--- src/rtl/spi_sim_target_if.sv ---
// Pin and handshake bundle between the MCU-side SPI controller / host logic and the SPI target model.
// The master modport is the controller and host side; the slave modport is the target.
interface spi_sim_target_if;
    logic       sclk;
    logic       pico;
    logic       cs;
    logic       poci;
    logic [7:0] rx_data;
    logic       rx_valid;
    logic       rx_ready;
    logic [7:0] tx_data;
    logic       tx_valid;
    logic       tx_ready;
    logic       overflow;
    logic       busy;

    modport master (
        output sclk, pico, cs, rx_ready, tx_data, tx_valid,
        input  poci, rx_data, rx_valid, tx_ready, overflow, busy
    );

    modport slave (
        input  sclk, pico, cs, rx_ready, tx_data, tx_valid,
        output poci, rx_data, rx_valid, tx_ready, overflow, busy
    );
endinterface

--- src/rtl/spi_sim_target.sv ---
// SPI target model: oversampled SPI pins, RX byte FIFO, TX holding register plus shift register.
// Optional build macro SPI_SIM_TARGET_ECHO_EN echoes each received byte back on the next byte.
module spi_sim_target #(
    parameter int         CPOL       = 0,
    parameter int         CPHA       = 0,
    parameter int         FIFO_DEPTH = 4,
    parameter logic [7:0] IDLE_BYTE  = 8'hFF
) (
    input  logic            clock,
    input  logic            reset,
    spi_sim_target_if.slave bus
);

    localparam int         AW       = (FIFO_DEPTH > 1) ? $clog2(FIFO_DEPTH) : 1;
    localparam logic [AW:0] DEPTH_C = (AW + 1)'(FIFO_DEPTH);
    localparam logic [AW:0] CNT_ONE = (AW + 1)'(1);
    localparam logic [AW-1:0] PTR_ONE = AW'(1);
    localparam logic       IDLE_LVL = 1'(CPOL);

    typedef enum logic {IDLE, ACTIVE} state_t;

    state_t state, state_nxt;

    // Stage p0/p1: two-flop synchronisers; p2: delayed copy for edge detection.
    // Left unreset so a cs held low across reset cannot look like a fresh falling edge.
    logic sclk_p0, sclk_p1, sclk_p2;
    logic pico_p0, pico_p1;
    logic cs_p0, cs_p1, cs_p2;

    always_ff @(posedge clock) begin
        sclk_p0 <= bus.sclk;
        sclk_p1 <= sclk_p0;
        sclk_p2 <= sclk_p1;
        pico_p0 <= bus.pico;
        pico_p1 <= pico_p0;
        cs_p0   <= bus.cs;
        cs_p1   <= cs_p0;
        cs_p2   <= cs_p1;
    end

    logic lead_edge, trail_edge, sample_edge, shift_edge, cs_fall, cs_rise;

    assign lead_edge   = (sclk_p1 != sclk_p2) && (sclk_p2 == IDLE_LVL);
    assign trail_edge  = (sclk_p1 != sclk_p2) && (sclk_p2 != IDLE_LVL);
    assign sample_edge = (CPHA == 0) ? lead_edge  : trail_edge;
    assign shift_edge  = (CPHA == 0) ? trail_edge : lead_edge;
    assign cs_fall     = cs_p2 & ~cs_p1;
    assign cs_rise     = ~cs_p2 & cs_p1;

    logic [2:0] bit_cnt;
    logic [7:0] rx_shift;
    logic [7:0] rx_byte;
    logic [7:0] tx_shift;
    logic [7:0] hold;
    logic       hold_full;
    logic       skip_shift;
    logic       overflow_q;

    logic load_tx, sample_en, shift_en, push, skip_set;

    assign rx_byte = {rx_shift[6:0], pico_p1};

    always_ff @(posedge clock) begin
        if (!reset) state <= IDLE;
        else        state <= state_nxt;
    end

    // A reload arms skip_shift so the next shift edge leaves the fresh MSB on poci:
    // for CPHA=1 that is the leading edge of every byte, for CPHA=0 the trailing edge after bit 8.
    always_comb begin
        state_nxt = state;
        load_tx   = 1'b0;
        sample_en = 1'b0;
        shift_en  = 1'b0;
        push      = 1'b0;
        skip_set  = 1'b0;
        case (state)
            IDLE: begin
                if (cs_fall) begin
                    state_nxt = ACTIVE;
                    load_tx   = 1'b1;
                    skip_set  = (CPHA != 0);
                end
            end
            ACTIVE: begin
                if (cs_rise) begin
                    state_nxt = IDLE;
                end else begin
                    sample_en = sample_edge;
                    shift_en  = shift_edge;
                    if (sample_edge && bit_cnt == 3'd7) begin
                        push     = 1'b1;
                        load_tx  = 1'b1;
                        skip_set = 1'b1;
                    end
                end
            end
            default: state_nxt = IDLE;
        endcase
    end

    logic [7:0] refill;
`ifdef SPI_SIM_TARGET_ECHO_EN
    // The echoed byte passes straight through the empty holding register into the shifter.
    assign refill = push ? rx_byte : IDLE_BYTE;
`else
    assign refill = IDLE_BYTE;
`endif

    logic tx_accept;
    assign tx_accept = bus.tx_valid & ~hold_full;

    always_ff @(posedge clock) begin
        if (!reset) begin
            bit_cnt    <= 3'd0;
            rx_shift   <= 8'h00;
            tx_shift   <= IDLE_BYTE;
            hold       <= 8'h00;
            hold_full  <= 1'b0;
            skip_shift <= 1'b0;
        end else begin
            if (state == IDLE && cs_fall) begin
                bit_cnt <= 3'd0;
            end else if (sample_en) begin
                bit_cnt  <= bit_cnt + 3'd1;
                rx_shift <= rx_byte;
            end

            if (load_tx) begin
                skip_shift <= skip_set;
                if (hold_full) begin
                    tx_shift  <= hold;
                    hold_full <= 1'b0;
                end else begin
                    tx_shift <= refill;
                    if (tx_accept) begin
                        hold      <= bus.tx_data;
                        hold_full <= 1'b1;
                    end
                end
            end else begin
                if (shift_en) begin
                    if (skip_shift) skip_shift <= 1'b0;
                    else            tx_shift   <= {tx_shift[6:0], 1'b0};
                end
                if (tx_accept) begin
                    hold      <= bus.tx_data;
                    hold_full <= 1'b1;
                end
            end
        end
    end

    // RX FIFO: a pop in the same cycle as a push frees the slot first.
    logic [7:0]    mem [FIFO_DEPTH];
    logic [AW-1:0] wr_ptr, rd_ptr;
    logic [AW:0]   count;
    logic          full, empty, pop, push_ok;

    assign full    = (count == DEPTH_C);
    assign empty   = (count == '0);
    assign pop     = ~empty & bus.rx_ready;
    assign push_ok = push & (~full | pop);

    always_ff @(posedge clock) begin
        if (push_ok) mem[wr_ptr] <= rx_byte;
    end

    always_ff @(posedge clock) begin
        if (!reset) begin
            wr_ptr     <= '0;
            rd_ptr     <= '0;
            count      <= '0;
            overflow_q <= 1'b0;
        end else begin
            overflow_q <= push & full & ~pop;
            if (push_ok) wr_ptr <= wr_ptr + PTR_ONE;
            if (pop)     rd_ptr <= rd_ptr + PTR_ONE;
            case ({push_ok, pop})
                2'b10:   count <= count + CNT_ONE;
                2'b01:   count <= count - CNT_ONE;
                default: count <= count;
            endcase
        end
    end

    assign bus.rx_valid = ~empty;
    assign bus.rx_data  = empty ? 8'h00 : mem[rd_ptr];
    assign bus.tx_ready = ~hold_full;
    assign bus.overflow = overflow_q;
    assign bus.busy     = (state == ACTIVE);
    assign bus.poci     = (state == ACTIVE) & tx_shift[7];

endmodule

--- src/flat_wrapper.sv ---
// flat-port wrapper written by rule: the top's interface ports become plain ports
module spi_sim_target_flat 
#(
    parameter int         CPOL       = 0,
    parameter int         CPHA       = 0,
    parameter int         FIFO_DEPTH = 4,
    parameter logic [7:0] IDLE_BYTE  = 8'hFF
)
  (clock, reset, bus_sclk, bus_pico, bus_cs, bus_rx_ready, bus_tx_data, bus_tx_valid, bus_poci, bus_rx_data, bus_rx_valid, bus_tx_ready, bus_overflow, bus_busy);
  spi_sim_target_if bus_i ();
  input  logic clock;
  input  logic reset;
  input wire logic [$bits(bus_i.sclk)-1:0] bus_sclk;
  input wire logic [$bits(bus_i.pico)-1:0] bus_pico;
  input wire logic [$bits(bus_i.cs)-1:0] bus_cs;
  input wire logic [$bits(bus_i.rx_ready)-1:0] bus_rx_ready;
  input wire logic [$bits(bus_i.tx_data)-1:0] bus_tx_data;
  input wire logic [$bits(bus_i.tx_valid)-1:0] bus_tx_valid;
  output wire logic [$bits(bus_i.poci)-1:0] bus_poci;
  output wire logic [$bits(bus_i.rx_data)-1:0] bus_rx_data;
  output wire logic [$bits(bus_i.rx_valid)-1:0] bus_rx_valid;
  output wire logic [$bits(bus_i.tx_ready)-1:0] bus_tx_ready;
  output wire logic [$bits(bus_i.overflow)-1:0] bus_overflow;
  output wire logic [$bits(bus_i.busy)-1:0] bus_busy;
  assign bus_i.sclk = bus_sclk;
  assign bus_i.pico = bus_pico;
  assign bus_i.cs = bus_cs;
  assign bus_i.rx_ready = bus_rx_ready;
  assign bus_i.tx_data = bus_tx_data;
  assign bus_i.tx_valid = bus_tx_valid;
  assign bus_poci = bus_i.poci;
  assign bus_rx_data = bus_i.rx_data;
  assign bus_rx_valid = bus_i.rx_valid;
  assign bus_tx_ready = bus_i.tx_ready;
  assign bus_overflow = bus_i.overflow;
  assign bus_busy = bus_i.busy;
  spi_sim_target #(.CPOL(CPOL), .CPHA(CPHA), .FIFO_DEPTH(FIFO_DEPTH), .IDLE_BYTE(IDLE_BYTE)) u_core (.clock(clock), .reset(reset), .bus(bus_i));
endmodule
--- config.mk ---
export PLATFORM = sky130hd
export DESIGN_NAME = spi_sim_target_flat
export DESIGN_NICKNAME = d
export VERILOG_FILES = /design/src/rtl/spi_sim_target_if.sv /design/src/rtl/spi_sim_target.sv /design/src/flat_wrapper.sv
export SDC_FILE = /design/constraint.sdc
export NUM_CORES = 1
export LEC_CHECK = 0
export CAP_MARGIN = 20
export CORE_MARGIN = 4
export CORE_UTILIZATION = 50
export DETAILED_ROUTE_END_ITERATION = 10
export PLACE_DENSITY = 0.74
export SYNTH_ARGS = -nofsm -noshare
export SYNTH_HDL_FRONTEND = slang
export SYNTH_SLANG_ARGS = --single-unit
--- constraint.sdc ---
create_clock -name clock -period 2.1 [get_ports clock]
set_input_delay 0.315 -clock clock [delete_from_list [all_inputs] [get_ports clock]]
set_output_delay 0.315 -clock clock [all_outputs]
set_load 0.01 [all_outputs]
==> impl_metrics.py, run 1 <==
metrics = {
    "run_status": {
        "status": "finished clean",
    },
    "synth": {
        "synth.top_cell.area_share_pct": 31.7,
        "syn_inst": 230,
        "synth_cell_types": 37,
        "synth.most_common_cell": "dfxtp_1",
        "netlist_area_um2": 3030,
        "synth_top_area_cell": "edfxtp_1",
        "synthTopCellsByCount": "dfxtp_1 (47), edfxtp_1 (32), nand2_1 (20)",
        "synthArstFlopShare_pct": 0,
        "ys_warn_count": 0,
        "synth_ff_type": "dfxtp_1",
        "ys_ff_latch": 79,
        "syn-num-nets": 253,
        "netlist_top_cells_area": "edfxtp_1 (32%), dfxtp_1 (31%), mux4_2 (5.9%)",
        "synth_edf_count": 32,
        "syn_area_per_cell_um2": 13.2,
        "yosysSeqAreaShare_pct": 62.8,
    },
    "routing": {
        "via_count": 1802,
        "avgRoutedWirePerCell_um": 13.8,
        "vias_per_cell": 5.05,
        "first_pass_iters": 4,
        "ant_nets": 0,
        "drtIter0Drc": 36,
        "drcViolationCount": 0,
        "wl_um": 4920,
    },
    "grt": {
        "grt_overflow_total": 0,
        "grt_first_pass_wirelength_um": 8470,
        "antenna_found_initial": 0,
        "grt_pass1_vias": 1832,
        "track_usage_pct": 15.4,
        "grt_max_degree": 26,
    },
    "setup_path": {
        "cp_slowest_cell": "dfxtp_2",
        "crit_type": "flop to flop",
        "cp_top_family": "simple AND/OR/NAND/NOR gates",
        "max_stage_delay_ns": 0.35,
        "cp-start-kind": "flop",
        "crit_path_start": "u_core.count[1]$_SDFFE_PN0P_",
        "critical_path_buf_inv_count": 3,
        "crit_top_cell": "inv_1",
        "crit_fanout": 4,
        "r2r-start": "u_core.count[1]$_SDFFE_PN0P_",
        "setup.worst_path.end_class": "flop",
        "crit_arrival_ns": 2.37,
        "cp_data_required_time_ns": 2.37,
        "crit_chain": "nor4b_4 > buf_4 > nor4_4 > inv_1 > ha_2 > inv_1 > fa_2 > xor2_1 > or3_1 > a21oi_2",
    },
    "place": {
        "io_buffers": 27,
        "dp.cells": 340,
        "dpl.hpwl_um": 3440,
        "place_congestion": 0.739,
    },
    "sta": {
        "rsz0062_at_grt": "true",
        "finalCritPeriodShare_pct": 99.8,
        "fin_skew_ns": 0.00671,
        "relSlewSlack_pct": 62.6,
        "hold_violations": 0,
        "finalSetupViolCount": 0,
        "slew_viol_final": 0,
        "max_freq_ghz": 0.477,
        "tightest_slew_ns": 0.561,
        "post-route-min-period_ns": 2.10,
    },
    "final_layout": {
        "antenna_cells": 0,
        "layout-drive-gt1-share_pct": 19.9,
        "area_delta_synth_final_pct": 25.5,
        "final_cells": 357,
        "final_nets": 300,
    },
    "cts": {
        "cts_buffers": 9,
        "htreeDepth": 3,
        "clock-sinks": 79,
        "cts_max_path_buffers": 2,
        "cts_hold_buf": 0,
        "worstSkewPairLatency_ns": 0.34,
        "path_clk_slew_ns": 0.07,
        "cts-root-buf": "clkbuf_8",
        "cts_tree": "done",
    },
    "power_and_ir_drop": {
        "cellPowerDensity_nw_per_um2": 766,
        "power_frac_comb_pct": 4.0,
        "seq_power_share_pct": 55.8,
        "switchingPower_uw": 576,
        "ir_drop_uv": 499,
        "total_power_uw": 2910,
        "p_leak_uw": 0.00149,
        "p_clk_share_pct": 40.2,
        "internal-power_uw": 2340,
        "p_sw_share_pct": 19.8,
    },
    "die": {
        "fp.dieW_um": 85.9,
        "rows": 28,
        "start_util_pct": 51.5,
        "core_um2": 5890,
        "die_h_um": 85.9,
        "dieArea_um2": 7370,
        "io_pins": 28,
    },
    "hold_path": {
        "hp-class": "flop to flop",
        "min_from": "u_core.sclk_p0$_DFF_P_",
    },
    "job": {
        "drv_cap": 0,
    },
}
## cells by family after synthesis
family                   share of synthesized area, %
adder cells (fa/ha/maj)                          3.55
buffers and inverters                            2.39
flip-flops                                       62.8
multiplexers                                     11.2
XOR/XNOR                                         1.73
AND/OR/NAND/NOR                                  12.6
AO/OA/AOI/OAI                                    5.78
## cell type report
type	instances	area, um2
clock buffers	10	128
clock inverters	6	85.1
fillers	453	2080
inverters	8	30.0
multi-input cells	135	1090
flip-flops and latches	79	1910
well taps	75	93.8
repair buffers	44	465
## registers in the layout, indices dropped and copies added, names as in the netlist, 2 cells and up, named ones only
register,cells
u_core.bit_cnt,3
u_core.count,3
u_core.hold,8
u_core.mem,32
u_core.rd_ptr,2
u_core.rx_shift,7
u_core.tx_shift,8
u_core.wr_ptr,2
## layout by cell type (no fill, tap or decap), types with 2 or more instances in the layout
master           instances
buf_12                   5
nand3_1                  3
mux2i_1                 16
bufinv_16                2
nand2_1                 19
dfxtp_2                  5
edfxtp_1                32
nand2b_1                 3
o21ai_0                  3
inv_1                    7
a2bb2oi_1                7
and2_1                  14
clkinv_1                 2
nor2_1                  19
ha_1                     4
clkbuf_8                 9
clkdlybuf4s15_1          8
or3b_1                   2
a21oi_1                 10
buf_4                   11
mux4_2                   8
dfxtp_1                 42
xor2_1                   4
xnor2_1                  2
clkdlybuf4s50_1         17
ha_2                     3
## stage by stage
| step | hold WS [ns] | TNS, ns | utilization (%) | area [um2] | setup WS [ns] |
|---|---|---|---|---|---|
| 2_1_floorplan | 0.310 | 0 | - | 3040 | 0.0211 |
| 3_3_place_gp | 0.309 | -0.510 | 60.3 | 3550 | -0.332 |
| 3_5_place_dp | 0.315 | -0.578 | 60.3 | 3550 | -0.372 |
| 4_1_cts | 0.333 | -0.00349 | 64.1 | 3770 | -0.00349 |
| 5_1_grt | 0.339 | -0.152 | 64.6 | 3800 | -0.152 |
| 6_report | 0.329 | 0 | 64.6 | 3800 | 0.00405 |
## layer usage
metal / global-route usage (%) / vias up / wire [um]
met3: 3.65 / 9 / 190
met2: 28.0 / 34 / 2650
met5: 0 / - / 0
met4: 9.93 / 0 / 119
met1: 15.7 / 851 / 1960
li1: - / 908 / -
## what timing repair did
action / 4_1_cts / 5_1_grt
gates cloned: 0 / 0
pin swaps: 1 / 1
resized for setup: 16 / 13
setup endpoints to repair: 10 / 8
setup buffers: 1 / 0
## final timing paths
| kind | to | slack (ns) | cells after the start |
|---|---|---|---|
| min | u_core.sclk_p1$_DFF_P_ | 0.33 | 0 |
| max | u_core.count[2]$_SDFFE_PN0P_ | 0.004 | 10 |
| min reg2reg | u_core.sclk_p1$_DFF_P_ | 0.33 | 0 |
| max reg2reg | u_core.count[2]$_SDFFE_PN0P_ | 0.004 | 10 |
## power groups by stage
stage | Clock [uW] | Sequential [uW] | Combinational (uW)
6_report | 1170 | 1630 | 116
5_1_grt | 1260 | 1630 | 130
4_1_cts | 1200 | 1630 | 117
3_5_place_dp | 0 | 1660 | 116
3_3_place_gp | 0 | 1660 | 114
2_1_floorplan | 0 | 1660 | 64.0
## worst register-to-register path: stages (launching register included)
cell and delay (ns):
dfxtp_2 0.35, nor4b_4 0.26, buf_4 0.16, nor4_4 0.04, inv_1 0.06, ha_2 0.16, inv_1 0.05, fa_2 0.33
xor2_1 0.16, or3_1 0.32, a21oi_2 0.13
(Power assumes the default switching activity.)
==> run 2: changes to the inputs <==
--- a/config.mk
+++ b/config.mk
@@ -9,7 +9,8 @@
 export CORE_MARGIN = 4
 export CORE_UTILIZATION = 50
 export DETAILED_ROUTE_END_ITERATION = 10
-export PLACE_DENSITY = 0.74
+export PLACE_DENSITY = 0.71
+export SLEW_MARGIN = 40
 export SYNTH_ARGS = -nofsm -noshare
 export SYNTH_HDL_FRONTEND = slang
 export SYNTH_SLANG_ARGS = --single-unit
==> constraint.sdc (replaced) <==
create_clock -name clock -period 2.4 [get_ports clock]
set_input_delay 0.36 -clock clock [delete_from_list [all_inputs] [get_ports clock]]
set_output_delay 0.36 -clock clock [all_outputs]
set_load 0.01 [all_outputs]
==> run 2 against run 1 <==
Via count decreased by 2.4%. Hold slack about the same. Clock skew increased by 0.0034 ns. Combinational power decreased by 15%. Critical path depth decreased by 6. Clock power decreased by 17%. Register-to-register slack improved by 0.17 ns. Worst setup slack improved by 0.089 ns. Sequential cell count unchanged. Critical path type is now flop to output port. Largest power group unchanged. Total power decreased by 15%. Cell count decreased by 0.84%. Die area unchanged. Largest cell class unchanged.
==> impl_metrics.py, run 2 (synthesized netlist as in run 1, its figures left out) <==
metrics = {
    "die": {
        "rows": 28,
        "io_pins": 28,
        "die_h_um": 85.9,
        "fp.dieW_um": 85.9,
        "start_util_pct": 51.5,
        "dieArea_um2": 7370,
        "core_um2": 5890,
    },
    "setup_path": {
        "crit_type": "flop to output port",
        "cp_data_required_time_ns": 2.04,
        "crit_arrival_ns": 1.95,
        "critical_path_buf_inv_count": 2,
        "cp_slowest_cell": "mux4_2",
        "setup.worst_path.end_class": "output port",
        "max_stage_delay_ns": 0.50,
        "r2r_slack_ns": 0.17,
        "r2r-start": "u_core.bit_cnt[0]$_SDFFE_PP0P_",
        "rr_endpoint": "u_core.count[2]$_SDFFE_PN0P_",
        "crit_chain": "buf_6 > mux4_2 > and2_1 > clkdlybuf4s50_1",
        "cp_top_family": "buffers and inverters",
        "worstRegToRegCells": 11,
        "cp-start-kind": "flop",
        "crit_fanout": 8,
    },
    "run_status": {
        "status": "finished clean",
    },
    "final_layout": {
        "fin_area_um2": 3670,
        "layout-drive-gt1-share_pct": 15.1,
        "area_delta_synth_final_pct": 21.2,
        "final_common_cell": "dfxtp_1",
        "final-seq-area_um2": 1900,
        "final_nets": 297,
        "top_register": "u_core.mem",
        "antenna_cells": 0,
        "largest_reg_flops": 32,
        "multiInputGateArea_um2": 1060,
        "reg_top3": "u_core.mem: 32 flops, u_core.hold: 8 flops, u_core.tx_shift: 8 flops",
        "most-common-layout-cells": "dfxtp_1 (47), edfxtp_1 (32), clkdlybuf4s50_1 (25), nand2_1 (20), nor2_1 (19)",
        "fill_cells": 469,
    },
    "sta": {
        "timing.hold.ws_ns": 0.329,
        "finalCritPeriodShare_pct": 96.1,
        "relSlewSlack_pct": 62.5,
        "tightest_slew_ns": 0.563,
        "hold_violations": 0,
        "fin_skew_ns": 0.0101,
        "setup_tns_ns": 0,
        "slew_viol_final": 0,
        "post-route-min-period_ns": 2.31,
        "rsz0062_at_grt": "false",
        "max_freq_ghz": 0.434,
        "finalSetupViolCount": 0,
    },
    "grt": {
        "grt_max_degree": 16,
        "track_usage_pct": 14.8,
        "grt_first_pass_wirelength_um": 8220,
        "antenna_found_initial": 0,
        "grt_pass1_vias": 1816,
        "grt_overflow_total": 0,
    },
    "hold_path": {
        "min_to": "u_core.cs_p1$_DFF_P_",
        "hp-class": "flop to flop",
        "holdPathStages": 0,
        "min_from": "u_core.cs_p0$_DFF_P_",
    },
    "power_and_ir_drop": {
        "p_clk_share_pct": 38.8,
        "power_frac_comb_pct": 4.0,
        "p_sw_share_pct": 20.7,
        "internal-power_uw": 1970,
        "p_leak_uw": 0.00147,
        "switchingPower_uw": 515,
        "ir_drop_uv": 469,
        "cellPowerDensity_nw_per_um2": 677,
        "total_power_uw": 2490,
        "seq_power_share_pct": 57.2,
    },
    "routing": {
        "vias_per_cell": 4.97,
        "ant_nets": 0,
        "wl_um": 4680,
        "avgRoutedWirePerCell_um": 13.2,
        "via_count": 1759,
        "drtIter0Drc": 51,
        "first_pass_iters": 4,
        "drcViolationCount": 0,
    },
    "cts": {
        "cts_tree": "done",
        "htreeDepth": 3,
        "cts_buffers": 9,
        "cts_max_path_buffers": 2,
        "cts-root-buf": "clkbuf_8",
        "clock-sinks": 79,
        "path_clk_slew_ns": 0.08,
        "worstSkewPairLatency_ns": 0.34,
    },
    "place": {
        "io_buffers": 27,
        "dpl_cell_area_um2": 3440,
        "place_congestion": 0.728,
        "dpl.hpwl_um": 3350,
    },
    "job": {
        "drv_cap": 0,
    },
}
-- run 2: worst max-delay path by stage --
stage                                              end  slack (ns)  cells after the start                         start
after floorplan           u_core.count[2]$_SDFFE_PN0P_        0.16                      9  u_core.count[0]$_SDFFE_PN0P_
after global routing                    bus_rx_data[4]       0.006                      4                          flop
after CTS                               bus_rx_data[3]        0.02                      4                          flop
after global placement    u_core.count[2]$_SDFFE_PN0P_       -0.19                     11                  bus_rx_ready
final                                   bus_rx_data[4]        0.09                      4                          flop
after detailed placement  u_core.count[2]$_SDFFE_PN0P_       -0.19                     11                  bus_rx_ready
-- run 2: power groups by stage --
stage          registers [uW]  clock network (uW)  logic, uW
2_1_floorplan            1450                   0       55.9
3_3_place_gp             1450                   0       98.1
3_5_place_dp             1450                   0       98.8
4_1_cts                  1420                1000        100
5_1_grt                  1430                1070        110
6_report                 1420                 966       98.7
-- run 2: repair_timing --
| action | CTS | global route |
|---|---|---|
| cloned | 0 | 0 |
| gates resized for setup | 1 | 2 |
| hold buffers | 0 | 0 |
| setup endpoints to repair | 1 | 4 |
| pin swaps | 0 | 0 |
| endpoints found under the hold margin | 0 | 0 |
| buffers inserted | 0 | 2 |
-- run 2: layout make-up --
type	count	share of cell area, %
inverters	8	0.817
multi-input cells	135	28.7
flip-flops and latches	79	51.8
clock buffers	10	3.75
well taps	75	2.55
repair buffers	41	10.5
clock inverters	6	1.91
-- run 2: per-layer routing --
metal  GRT usage, %  up-vias  wire, um
li1               -      904         -
met2           26.7       38      2430
met5              0        -         0
met4           6.91        0        71
met1           15.5      812      1970
met3           5.00        5       207
-- run 2: metrics by stage --
step / instances / worst slack [ns] / util [%]
finish: 354 / 0.0933 / 62.4
global route: 354 / 0.00596 / 62.4
CTS: 352 / 0.0202 / 62.1
detailed placement: 336 / -0.188 / 58.5
global placement: 336 / -0.185 / 58.5
floorplan: 230 / 0.155 / -
